===== src/rtl/udp_ack_parser.sv =====
// UDP ACK receive parser: validates Ethernet/IPv4/UDP headers and the ACK opcode on an
// 8-bit AXI-Stream, then reports the 12-bit acknowledged index as a one-cycle pulse.
module udp_ack_parser #(
  parameter logic [47:0] MY_MAC  = 48'h02_00_00_00_00_00,
  parameter logic [31:0] MY_IP   = {8'd192, 8'd168, 8'd1, 8'd50},
  parameter logic [15:0] MY_PORT = 16'd50000,
  parameter logic [23:0] OP_ACK  = 24'hAA0000
) (
  input  logic        clk,
  input  logic        rst,
  input  logic [7:0]  s_axis_tdata,
  input  logic        s_axis_tvalid,
  output logic        s_axis_tready,
  input  logic        s_axis_tlast,
  input  logic        s_axis_tuser,
  output logic        o_ack_valid,
  output logic [11:0] o_ack_index,
  output logic [15:0] o_rx_ok_count,
  output logic [15:0] o_rx_drop_count
);

  typedef enum logic [1:0] {StIdle, StRecv, StDrop} state_e;

  state_e      state_q;
  logic [6:0]  cnt_q;
  logic [11:0] stage_q;
  logic [11:0] idx_next;
  logic        byte_ok;
  logic        beat;

  assign s_axis_tready = ~rst;
  assign beat          = s_axis_tvalid & s_axis_tready;

  // cnt_q is the offset of the byte currently on the bus (0 while idle).
  always_comb begin
    byte_ok = 1'b1;
    case (cnt_q)
      7'd0:  byte_ok = (s_axis_tdata == MY_MAC[47:40]);
      7'd1:  byte_ok = (s_axis_tdata == MY_MAC[39:32]);
      7'd2:  byte_ok = (s_axis_tdata == MY_MAC[31:24]);
      7'd3:  byte_ok = (s_axis_tdata == MY_MAC[23:16]);
      7'd4:  byte_ok = (s_axis_tdata == MY_MAC[15:8]);
      7'd5:  byte_ok = (s_axis_tdata == MY_MAC[7:0]);
      7'd12: byte_ok = (s_axis_tdata == 8'h08);
      7'd13: byte_ok = (s_axis_tdata == 8'h00);
      7'd14: byte_ok = (s_axis_tdata == 8'h45);
      7'd23: byte_ok = (s_axis_tdata == 8'h11);
      7'd30: byte_ok = (s_axis_tdata == MY_IP[31:24]);
      7'd31: byte_ok = (s_axis_tdata == MY_IP[23:16]);
      7'd32: byte_ok = (s_axis_tdata == MY_IP[15:8]);
      7'd33: byte_ok = (s_axis_tdata == MY_IP[7:0]);
      7'd36: byte_ok = (s_axis_tdata == MY_PORT[15:8]);
      7'd37: byte_ok = (s_axis_tdata == MY_PORT[7:0]);
      7'd42: byte_ok = (s_axis_tdata == OP_ACK[23:16]);
      7'd43: byte_ok = (s_axis_tdata == OP_ACK[15:8]);
      7'd44: byte_ok = (s_axis_tdata == OP_ACK[7:0]);
      7'd45: byte_ok = (s_axis_tdata[7:4] == 4'h0);
      default: byte_ok = 1'b1;
    endcase
  end

  // Staging including the current byte, so a tlast on offset 46 sees the full index.
  always_comb begin
    idx_next = stage_q;
    if (cnt_q == 7'd45) idx_next[11:8] = s_axis_tdata[3:0];
    if (cnt_q == 7'd46) idx_next[7:0]  = s_axis_tdata;
  end

  always_ff @(posedge clk) begin
    if (rst) begin
      state_q         <= StIdle;
      cnt_q           <= 7'd0;
      stage_q         <= 12'd0;
      o_ack_valid     <= 1'b0;
      o_ack_index     <= 12'd0;
      o_rx_ok_count   <= 16'd0;
      o_rx_drop_count <= 16'd0;
    end else begin
      o_ack_valid <= 1'b0;
      if (beat) begin
        case (state_q)
          StIdle: begin
            if (s_axis_tlast) begin
              if (o_rx_drop_count != 16'hFFFF) o_rx_drop_count <= o_rx_drop_count + 16'd1;
            end else begin
              cnt_q   <= 7'd1;
              state_q <= byte_ok ? StRecv : StDrop;
            end
          end
          StRecv: begin
            stage_q <= idx_next;
            if (s_axis_tlast) begin
              cnt_q   <= 7'd0;
              state_q <= StIdle;
              if (cnt_q >= 7'd46 && byte_ok && !s_axis_tuser) begin
                o_ack_valid <= 1'b1;
                o_ack_index <= idx_next;
                if (o_rx_ok_count != 16'hFFFF) o_rx_ok_count <= o_rx_ok_count + 16'd1;
              end else if (o_rx_drop_count != 16'hFFFF) begin
                o_rx_drop_count <= o_rx_drop_count + 16'd1;
              end
            end else begin
              if (!byte_ok) state_q <= StDrop;
              if (cnt_q != 7'd127) cnt_q <= cnt_q + 7'd1;
            end
          end
          StDrop: begin
            if (s_axis_tlast) begin
              cnt_q   <= 7'd0;
              state_q <= StIdle;
              if (o_rx_drop_count != 16'hFFFF) o_rx_drop_count <= o_rx_drop_count + 16'd1;
            end
          end
          default: begin
            cnt_q   <= 7'd0;
            state_q <= StIdle;
          end
        endcase
      end
    end
  end

endmodule


===== config.mk =====
export PLATFORM = sky130hd
export DESIGN_NAME = udp_ack_parser
export DESIGN_NICKNAME = d
export VERILOG_FILES = /design/src/rtl/udp_ack_parser.sv
export SDC_FILE = /design/constraint.sdc
export NUM_CORES = 1
export LEC_CHECK = 0
export CAP_MARGIN = 20
export CELL_PAD_IN_SITES_DETAIL_PLACEMENT = 0
export CELL_PAD_IN_SITES_GLOBAL_PLACEMENT = 1
export CORE_MARGIN = 4
export CORE_UTILIZATION = 36
export DETAILED_ROUTE_END_ITERATION = 8
export PLACE_DENSITY = 0.81
export SYNTH_ARGS = -nofsm -noshare
export SYNTH_HDL_FRONTEND = slang
export SYNTH_SLANG_ARGS = --single-unit

===== constraint.sdc =====
create_clock -name clk -period 2.4 [get_ports clk]
set_input_delay 0.24 -clock clk [delete_from_list [all_inputs] [get_ports clk]]
set_output_delay 0.24 -clock clk [all_outputs]
set_load 0.1 [all_outputs]

==> run metrics <==
commonest non-fill, non-tap cell in the layout buf_4; hold_sp rst; most frequent cells in the layout 94 x buf_4, 61 x nor2_1, 41 x dfxtp_1; failing checks setup timing; I/O pin cnt just under 60; number of synthesized flops with an enable pin 0; synth top area cells dfxtp_1 37%, nor2_1 6.9%, xor2_1 6.2%, mux2i_1 4.3%, and3_1 3.9%; routed length per instance ~14 um; Finished Cell Area 0.00499 mm2; Vias roughly 3400; post-synthesis async set-or-reset flop share 0; Sink Count 66; critical-path maximum fanout 4; Clock Power Share 0.466; Cell Int Power ~0.0018 W; R2R cell count 10; Worst-path clk slew about 70 ps; drt drc 0; H-tree depth 3; Die H ~110 um; DPL Wire Length approximately 6500 um; Seq pwr share 0.463; Max Fclk around 0.4 GHz; Net Count, Synth ~430; Most used DFF post-synth dfxtp_1; DR pass1 iterations 4; cts bufs inserted 9; total wire length 9100 um; first-pass GRT wire length between 10000 and 15000 um; DRT iter0 DRCs 120; sequential area share after synthesis 0.375; core area 0.00937 mm2; YS warnings 0; Pleak between 1.5 and 2 nW; max_slew headroom 0.620; crit path capture type register; Detail Route Antenna Nets 0; critical setup path kind register to register; vias in the first global route 3112; launching point of the worst reg2reg path cnt_q[0]$_SDFFE_PP0P_; Period minus WS final 2430 ps; Max Slew Vio Count 0; Setup violations, final 7; n_diodes 0; largest net degree at the start of global routing 49; Vias per Instance around 5.2; antenna violations before repair 0; switching share of power 0.228; dpl cell area ~0.0045 mm2; Post-Syn Area about 0.0035 mm2; post-route setup slack -32.6 ps; Final Wtd Congestion just under 0.9; later-pin clock latency in the skew report between 300 and 400 ps; Avg Inst Size Synth about 8.5 um2; final-report hold violation count 0; Worst R2R End o_rx_drop_count[9]$_SDFFE_PP0P_; period utilization 1.01; CP arrival 2660 ps; Combinational Power Share 0.072; area leader, netlist dfxtp_1; CTS root buffer clkbuf_8; status finished with violations; Netlist cell types 61; P_sw around 0.00054 W; CP required between 2000 and 3000 ps; die width 107 um; Worst Hold Depth 4; Final nets roughly 540; row count 35; Area growth syn-to-layout 41.5%; Mapped Cells roughly 410; Slew @ Worst Pin 565 ps; Max VDD drop 0.000221 V; hold_buf cts 0; Post-Route Skew 8.79 ps; Longest Clk Path Bufs 2; R2R Setup Slk -30 ps; global route total overflow 0; hold crit path type input port to register; Hold Path End o_rx_drop_count[12]$_SDFFE_PP0P_; top cell type's share of synthesized area 0.375; Starting Density 0.376; RSZ-0062 raised after global routing yes; share of cells above drive strength 1 0.389; Total GRT Usage 0.155; startpoint class of the critical path register; dpl ws -150 ps; PortBufs a little under 60; die footprint 0.0114 mm2; CP startpoint cnt_q[0]$_SDFFE_PP0P_; PD cells 477 mW/mm2; CTS tree yes; synthesized flop and latch total between 60 and 70; # Max-Cap Violations 0
[per-layer routing]
metal / vias to the layer above / part of all wire / global-route usage
li1: 1690 / - / -
met2: 79 / 0.49 / 0.257
met4: 0 / 0.011 / 0.0457
met5: - / 0 / 0
met3: 11 / 0.050 / 0.0446
met1: 1592 / 0.45 / 0.195
[cell usage after synthesis, types with 7 or more instances]
cell,count
a31o_2,8
clkbuf_1,8
inv_1,10
dfxtp_1,66
nand2_1,23
nand3_1,25
nand4_1,7
buf_2,9
o21ai_0,10
nor2_1,65
xor2_1,25
and3_1,22
mux2i_1,15
a211oi_1,13
a21oi_1,12
[power groups by stage]
stage | Clock, W | Sequential (W) | Combinational (W)
after CTS | 0.00113 | 0.00110 | 0.000162
final | 0.00111 | 0.00110 | 0.000171
after global routing | 0.00117 | 0.00110 | 0.000183
after global placement | 0 | 0.00113 | 0.000154
after detailed placement | 0 | 0.00113 | 0.000157
after floorplan | 0 | 0.00113 | 0.0000714
[metrics by stage]
step / std cells / total power [W] / hold WS, ps / util / TNS (ps)
2_1_floorplan: 414 / 0.00121 / 406 / - / -49.7
3_3_place_gp: 631 / 0.00128 / 449 / 0.479 / -1380
3_5_place_dp: 631 / 0.00128 / 449 / 0.479 / -3350
4_1_cts: 649 / 0.00239 / 324 / 0.515 / -42.4
5_1_grt: 651 / 0.00246 / 369 / 0.532 / -5030
6_report: 651 / 0.00238 / 339 / 0.532 / -88.7
[repair_timing]
action / CTS / global route
buffers inserted: 2 / 4
setup endpoints to repair: 40 / 46
cloned: 0 / 1
pin swaps: 8 / 21
gates resized for setup: 22 / 34
[flip-flops by register name, indices dropped and copies added, names as in the netlist]
name             count
cnt_q                7
o_ack_index         12
o_ack_valid          1
o_rx_drop_count     16
o_rx_ok_count       16
stage_q             12
state_q              2
[cells by family (layout without fill, tap and decap cells)]
kind of cell / Yosys count / count (layout) / share of synthesized area
fa+ha+maj: 6 / 6 / 0.0213
buf+inv: 32 / 140 / 0.0405
flops: 66 / 66 / 0.375
compound gates: 70 / 70 / 0.146
xor+xnor: 31 / 31 / 0.0770
mux: 17 / 17 / 0.0490
simple gates: 192 / 192 / 0.291
[area by class of cell]
class,count,area (um2)
sequential,66,1370
fill,891,4390
inverter,12,52.6
tap,129,161
clock buffer,12,165
timing repair buffer,112,906
clock inverter,4,72.6
multi-input combinational,316,2260
[worst max-delay path, cell delays in order (launching register included)]
cell	delay, ps
dfxtp_4	400
buf_6	120
ha_4	140
nor3b_1	50
o31ai_1	320
o311ai_2	200
and3_4	240
o21ai_4	220
and2_4	180
and3_4	170
mux2_4	290
[worst max-delay path by stage]
stage / endpoint / slack (ps) / cells after the start
after floorplan: o_rx_drop_count[9]$_SDFFE_PP0P_ / -50 / 9
after global placement: o_rx_ok_count[4]$_SDFFE_PP0P_ / -90 / 8
after detailed placement: o_rx_drop_count[9]$_SDFFE_PP0P_ / -150 / 9
after CTS: o_rx_drop_count[9]$_SDFFE_PP0P_ / -30 / 12
after global routing: o_rx_ok_count[5]$_SDFFE_PP0P_ / -180 / 11
final: o_rx_drop_count[9]$_SDFFE_PP0P_ / -30 / 10
Power figures use the tool's default switching activity.
